[src/rtl/timed_traffic_ctrl.sv]
// Two-road (NS/EW) traffic-light controller with per-phase dwell timers,
// all-red clearance and a latched pedestrian request served by a WALK phase.
// All outputs are registered decodes of the next state, so they always
// match the current state register with no combinational path from inputs.
module timed_traffic_ctrl #(
    parameter int unsigned CNT_W    = 8,
    parameter int unsigned GREEN_T  = 10,
    parameter int unsigned YELLOW_T = 3,
    parameter int unsigned ALLRED_T = 1,
    parameter int unsigned WALK_T   = 6
) (
    input  logic       clk,
    input  logic       reset,
    input  logic       tick_en,
    input  logic       ped_req,
    output logic [2:0] light_ns,
    output logic [2:0] light_ew,
    output logic       walk,
    output logic       ped_ack,
    output logic [2:0] phase
);

    typedef enum logic [2:0] {
        StNsG  = 3'd0,
        StNsY  = 3'd1,
        StAr1  = 3'd2,
        StEwG  = 3'd3,
        StEwY  = 3'd4,
        StAr2  = 3'd5,
        StWalk = 3'd6
    } state_e;

    localparam logic [2:0] LampRed    = 3'b100;
    localparam logic [2:0] LampYellow = 3'b010;
    localparam logic [2:0] LampGreen  = 3'b001;

    // Kept as a plain vector so the unused code 7 is representable and recoverable.
    logic [2:0]       state_q, state_d;
    logic [CNT_W-1:0] cnt_q, cnt_d;
    logic             ped_pend_q, ped_pend_d;
    logic             nxt_ns_q, nxt_ns_d;
    logic             enter_walk;

    logic [2:0] light_ns_d, light_ew_d, phase_d;
    logic       walk_d, ped_ack_d;

    // Dwell reload value (DUR-1) for the state being entered.
    function automatic logic [CNT_W-1:0] load_val(input logic [2:0] s);
        case (s)
            StNsG, StEwG: load_val = CNT_W'(GREEN_T - 1);
            StNsY, StEwY: load_val = CNT_W'(YELLOW_T - 1);
            StWalk:       load_val = CNT_W'(WALK_T - 1);
            default:      load_val = CNT_W'(ALLRED_T - 1);
        endcase
    endfunction

    // Next-state, dwell counter and pedestrian latch.
    always_comb begin
        state_d    = state_q;
        cnt_d      = cnt_q;
        nxt_ns_d   = nxt_ns_q;
        enter_walk = 1'b0;
        if (state_q == 3'd7) begin
            // Recover through a full all-red clearance.
            state_d = StAr1;
            cnt_d   = load_val(StAr1);
        end else if (tick_en) begin
            if (cnt_q != '0) begin
                cnt_d = cnt_q - 1'b1;
            end else begin
                case (state_q)
                    StNsG: state_d = StNsY;
                    StNsY: state_d = StAr1;
                    StAr1: begin
                        if (ped_pend_q) begin
                            state_d    = StWalk;
                            nxt_ns_d   = 1'b0;
                            enter_walk = 1'b1;
                        end else begin
                            state_d = StEwG;
                        end
                    end
                    StEwG: state_d = StEwY;
                    StEwY: state_d = StAr2;
                    StAr2: begin
                        if (ped_pend_q) begin
                            state_d    = StWalk;
                            nxt_ns_d   = 1'b1;
                            enter_walk = 1'b1;
                        end else begin
                            state_d = StNsG;
                        end
                    end
                    StWalk:  state_d = nxt_ns_q ? StNsG : StEwG;
                    default: state_d = StAr1;
                endcase
                cnt_d = load_val(state_d);
            end
        end
        // Entering WALK consumes the request; a press on that same clk merges into it.
        if (enter_walk) begin
            ped_pend_d = 1'b0;
        end else if (ped_req && (state_q != StWalk)) begin
            ped_pend_d = 1'b1;
        end else begin
            ped_pend_d = ped_pend_q;
        end
    end

    // Moore output decode of the state about to be entered.
    always_comb begin
        light_ns_d = LampRed;
        light_ew_d = LampRed;
        walk_d     = 1'b0;
        ped_ack_d  = enter_walk;
        phase_d    = state_d;
        case (state_d)
            StNsG:   light_ns_d = LampGreen;
            StNsY:   light_ns_d = LampYellow;
            StEwG:   light_ew_d = LampGreen;
            StEwY:   light_ew_d = LampYellow;
            StWalk:  walk_d     = 1'b1;
            default: ;
        endcase
    end

    // State, timer and output registers.
    always_ff @(posedge clk or posedge reset) begin
        if (reset) begin
            state_q    <= StNsG;
            cnt_q      <= CNT_W'(GREEN_T - 1);
            ped_pend_q <= 1'b0;
            nxt_ns_q   <= 1'b0;
            light_ns   <= LampGreen;
            light_ew   <= LampRed;
            walk       <= 1'b0;
            ped_ack    <= 1'b0;
            phase      <= 3'd0;
        end else begin
            state_q    <= state_d;
            cnt_q      <= cnt_d;
            ped_pend_q <= ped_pend_d;
            nxt_ns_q   <= nxt_ns_d;
            light_ns   <= light_ns_d;
            light_ew   <= light_ew_d;
            walk       <= walk_d;
            ped_ack    <= ped_ack_d;
            phase      <= phase_d;
        end
    end

endmodule
[config.mk]
export PLATFORM = sky130hd
export DESIGN_NAME = timed_traffic_ctrl
export DESIGN_NICKNAME = d
export VERILOG_FILES = /design/src/rtl/timed_traffic_ctrl.sv
export SDC_FILE = /design/constraint.sdc
export NUM_CORES = 1
export LEC_CHECK = 0
export CELL_PAD_IN_SITES_DETAIL_PLACEMENT = 0
export CELL_PAD_IN_SITES_GLOBAL_PLACEMENT = 2
export CORE_MARGIN = 1.5
export CORE_UTILIZATION = 30
export DETAILED_ROUTE_END_ITERATION = 8
export PLACE_DENSITY_LB_ADDON = 0.1
export SLEW_MARGIN = 15
export SYNTH_ARGS = -nofsm -noshare
export SYNTH_HDL_FRONTEND = slang
export SYNTH_SLANG_ARGS = --single-unit
[constraint.sdc]
create_clock -name clk -period 1.9 [get_ports clk]
set_input_delay 0.19 -clock clk [delete_from_list [all_inputs] [get_ports clk]]
set_output_delay 0.19 -clock clk [all_outputs]
set_load 0.005 [all_outputs]
Word level (Yosys, flattened, before mapping)
Cells that the tools add are included.
{"block": "op_classes", "n_addsub": 1, "n_eq_ne": 17, "muxes": 27, "bitwise": 2, "reduce_logical": 12}
{"cell": "$eq A3 B3 Y1 const B", "n": 8}
{"cell": "$mux W3", "n": 8}
{"cell": "$mux W8", "n": 3}
{"cell": "$pmux W3 S6", "n": 1}
{"cell": "$eq A3 B2 Y1 const B", "n": 4}
{"cell": "$pmux W3 S2", "n": 2}
{"cell": "$pmux W4 S3", "n": 1}
{"cell": "$mux W1", "n": 10}
{"cell": "$logic_not A3 Y1", "n": 3}
{"cell": "$reduce_bool A8 Y1", "n": 1}
{"cell": "$sub A8 B1 Y8 const B", "n": 1}
{"cell": "$eq A3 B1 Y1 const B", "n": 2}
{"cell": "$reduce_and A6 Y1", "n": 1}
{"cell": "$reduce_bool A2 Y1", "n": 3}
{"cell": "$reduce_or A2 Y1", "n": 3}
{"cell": "$ne A2 B2 Y1 const B", "n": 2}
{"cell": "$ne A3 B3 Y1 const B", "n": 1}
{"cell": "$mux W2", "n": 1}
{"cell": "$not A1 Y1", "n": 2}
{"cell": "$pmux W1 S2", "n": 1}
{"cell": "$logic_and A1 B1 Y1", "n": 1}
{"block": "totals", "ff_bits": 21, "out_inout_bits": 11, "elab_cells": 67}

Depth between registers and ports, before layout
Gate-level depths: netlist of the first run.
{"block": "logic_depth", "ltp_word": 11, "depth_mapped": 7, "ltp_nobuf": 6}

Least setup slack after synthesis of the first run
No wires, ideal clock.
{"block": "synth_path", "path_kind": "register to register", "startpoint": "register cnt_q[0]", "endpoint": "register light_ew[2]", "arrival_ns": 1.833, "slack_ns": -0.017, "stages_incl_launch_ff": 8, "period_less_slack_ns": 1.917, "path_cell_list": "dfstp_2 > inv_1 > ha_1 > and3b_4 > and3_1 > buf_6 > mux2_4 > o32a_1"}
{"block": "synth_via", "elab_chain_len": 6}
{"element": "from (decl)", "line": "39", "rtl": "logic [CNT_W-1:0] cnt_q, cnt_d;"}
{"element": "from (signal assigned)", "line": "131", "rtl": "cnt_q <= CNT_W'(GREEN_T - 1);"}
{"element": "from (signal assigned)", "line": "141", "rtl": "cnt_q <= cnt_d;"}
{"element": "$reduce_bool A8 Y1 (*)", "line": "68", "rtl": "if (cnt_q != '0) begin"}
{"element": "$mux W3 (*)", "line": "68"}
{"element": "$mux W3 (*)", "line": "67", "rtl": "end else if (tick_en) begin"}
{"element": "$mux W3 (*)", "line": "63", "rtl": "if (state_q == 3'd7) begin"}
{"element": "$eq A3 B3 Y1 or $eq A3 B2 Y1 (tied branches)", "line": "117", "rtl": "case (state_d)"}
{"element": "$pmux W3 S2 (*)", "line": "117"}
{"element": "named net light_ew_d[2]", "line": "44", "rtl": "logic [2:0] light_ns_d, light_ew_d, phase_d;"}
{"element": "to (signal assigned)", "line": "135", "rtl": "light_ew <= LampRed;"}
{"element": "to (signal assigned)", "line": "145", "rtl": "light_ew <= light_ew_d;"}
{"element": "to (decl)", "line": "17", "rtl": "output logic [2:0] light_ew,"}
Mark *: on every way through the listed nets, which the timed path passes. The rest lies on a longest branch.
A chain may end at the register's enable or synchronous reset.

Worst setup path in the final report of the first run
Same ends and word-level chain as after synthesis.

==> results of run 1 <==
synthesized netlist by cell type (2+ instances only):
library cell	count	area (um^2)
or3_1	4	25.0
nor2_1	9	33.8
mux2i_1	4	40.0
nand2_1	7	26.3
o31ai_1	4	30.0
dfstp_2	4	105
a31oi_1	2	12.5
xnor2_1	2	17.5
a21oi_1	9	45.0
and3_1	4	25.0
clkbuf_1	7	26.3
nor2b_1	4	25.0
nor3_2	2	20.0
o21ai_0	4	20.0
nor3_1	3	15.0
dfrtp_1	17	425
nand2b_1	5	31.3
inv_1	7	26.3
o22ai_1	2	12.5
worst min path at each step:
stage | startpoint | end | slack, ns | cells past startpoint
after floorplan | reset | cnt_q[1] | 0.16 | 1
after global placement | cnt_q[0] | cnt_q[0] | 0.50 | 2
after detailed placement | cnt_q[0] | cnt_q[0] | 0.51 | 2
after CTS | reset | light_ns[1] | 0.26 | 3
after global routing | reset | light_ns[1] | 0.30 | 3
final | reset | state_q[1] | 0.26 | 3
cells in the final DEF (no fill, tap or decap), drive strengths merged, types with 5 or more instances in the layout:
| cell type | n |
|---|---|
| a21oi | 9 |
| buf | 10 |
| clkdlybuf4s50 | 14 |
| dfrtp | 17 |
| inv | 7 |
| nand2 | 7 |
| nand2b | 5 |
| nor2 | 9 |
| nor3 | 5 |
worst max-delay path, cell delays in order, from the launching register on:
cell and delay [ns]:
dfstp_2 0.56, inv_1 0.05, ha_2 0.20, and3b_4 0.20, and3_4 0.18, mux2_4 0.29, o32a_1 0.28
report_power, final:
group	internal (mW)	total, mW	switching, mW
logic	0.388	0.779	0.390
clock network	0.146	0.306	0.159
registers	0.597	0.728	0.131
total	1.13	1.81	0.680
cells by family after synthesis:
family                   share of synthesized area [%]
AND/OR/NAND/NOR                                   23.6
AO/OA/AOI/OAI                                     19.1
flip-flops                                        43.7
buffers and inverters                             5.67
multiplexers                                      5.46
XOR/XNOR                                          1.44
adder cells (fa/ha/maj)                           1.03
per-layer routing:
| layer | part of all wire (%) | vias up | GRT usage, % |
|---|---|---|---|
| li1 | - | 505 | - |
| met1 | 52 | 527 | 24.7 |
| met2 | 44 | 28 | 21.1 |
| met3 | 3.7 | 6 | 1.52 |
| met4 | 1.2 | 0 | 4.59 |
| met5 | 0 | - | 0 |
repair_timing:
item | in CTS | in global routing
resized for setup | 0 | 1
endpoints found under the setup margin | 0 | 5
setup buffers | 0 | 1
through the flow:
step | cell area (um^2) | total power, mW | utilization [%] | instances | hold slack (ns)
6_report | 1500 | 1.81 | 39.8 | 195 | 0.260
5_1_grt | 1500 | 1.95 | 39.8 | 195 | 0.296
4_1_cts | 1490 | 1.82 | 39.4 | 194 | 0.265
3_5_place_dp | 1440 | 1.50 | 38.2 | 190 | 0.507
3_3_place_gp | 1440 | 1.49 | 38.2 | 190 | 0.499
2_1_floorplan | 1220 | 1.20 | - | 128 | 0.164
state kept, by name, indices dropped and copies added, names as in the netlist:
name        cells
ped_ack         1
walk            1
light_ew        3
light_ns        3
cnt_q           8
state_q         3
ped_pend_q      1
nxt_ns_q        1
area by class of cell:
type,instances,area [um^2]
clock buffers,3,41.3
inverters,7,26.3
multi-input cells,91,622
well taps,48,60.1
clock inverters,1,5.00
repair buffers,24,215
fillers,386,2270
flip-flops and latches,21,531
==> results.sh, run 1 <==
export IMPL_clkSinkCount=21
export IMPL_worstSkewPairLatency_ns=0.26
export IMPL_clkTransAtPathRegs_ns=0.08
export IMPL_portBuffers=14
export IMPL_max_freq_mhz=547
export IMPL_startpoint_type="flip-flop"
export IMPL_overflow=0
export IMPL_endpoint="light_ew[2]"
export IMPL_rows=22
export IMPL_syn_nets=133
export IMPL_cts_buffer_depth=2
export IMPL_grt_max_degree=22
export IMPL_regToRegSetupSlack_ns=0.07
export IMPL_async_reset_ff_share_pct=100
export IMPL_syn_area_um2=1210
export IMPL_die_area_um2=4440
export IMPL_maxCapViolCount=0
export IMPL_ctsHoldBuffers=0
export IMPL_worstSetupPathType="reg2reg"
export IMPL_fin_skew_ns=0.00361
export IMPL_via_per_inst=5.47
export IMPL_rsz0062_at_grt="no"
export IMPL_grt_use_total_pct=15.4
export IMPL_synth_seq_area_share_pct=43.7
export IMPL_fin_nets=153
export IMPL_synth_distinct_cells=47
export IMPL_report_final_hold_viol_count=0
export IMPL_crit_arrival_ns=2.02
export IMPL_fin_crit_ns=1.83
export IMPL_diodes=0
export IMPL_first_iter_violations=37
export IMPL_worstReg2RegEnd="light_ew[2]"
export IMPL_yosys_warnings=0
export IMPL_syn_inst=128
export IMPL_cts_tree="done"
export IMPL_maxSlewHeadroom_pct=75.4
export IMPL_ant_nets=0
export IMPL_crit_required_ns=2.09
export IMPL_vias=1066
export IMPL_crit_path_start="cnt_q[0]"
export IMPL_start_util_pct=32.2
export IMPL_drt_total_wl_mm=3.01
export IMPL_drc_errors=0
export IMPL_gp_congestion=0.785
export IMPL_vdd_drop_max_mv=0.362
export IMPL_place_hpwl_mm=2.09
export IMPL_final_layout_size_suffix_gt1_share_pct=19.7
export IMPL_io_pins=15
export IMPL_cts_root_buf="clkbuf_8"
export IMPL_reg2reg_from="cnt_q[0]"
export IMPL_p_per_area_nw_per_um2=1210
export IMPL_routedWlPerCell_um=15.4
export IMPL_post_route_period_util_pct=96.2
export IMPL_die_x_um=66.6
export IMPL_syn_area_per_cell_um2=9.48
export IMPL_drt_first_pass_iters=4
export IMPL_cts_max_level=1
export IMPL_finalSetupTns_ns=0
export IMPL_setup_slack_ns=0.0715
export IMPL_numCtsBuffers=3
export IMPL_synth_seq_cells=21
export IMPL_p_leak_nw=0.606
export IMPL_hp_class="in2async"
export IMPL_crit_fanout=5
export IMPL_antenna_found_initial=0
export IMPL_grt_pass1_wl_mm=5.05
export IMPL_finalSetupViolations=0
export IMPL_status="finished clean"
export IMPL_grt_pass1_vias=959
export IMPL_syn_to_final_growth_pct=23.6
export IMPL_core_um2=3770
export IMPL_slew_viol_final=0
export IMPL_pre_cts_ws_ns=0.0315
export IMPL_reg2regPathDepth=6
export IMPL_synth_enable_flop_cells=0
export IMPL_die_h_um=66.6
export IMPL_worst_slew_pin_slew_ns=0.365
export IMPL_crit_path_end_kind="flip-flop"
export IMPL_synthFlopType="dfrtp_1"
Note: power is estimated with default switching activity, not from simulation.
==> inputs of run 2 (changes only) <==
- SKIP_CTS_REPAIR_TIMING: default -> 1
==> results of run 2 <==
Final layout, timing and power as in run 1 (identical DEF).
==> inputs of run 3 (changes only) <==
- CTS_CLUSTER_SIZE: default -> 8
- HOLD_SLACK_MARGIN: default -> 0.02
==> results of run 3 <==
Final layout, timing and power as in run 1 (identical DEF).
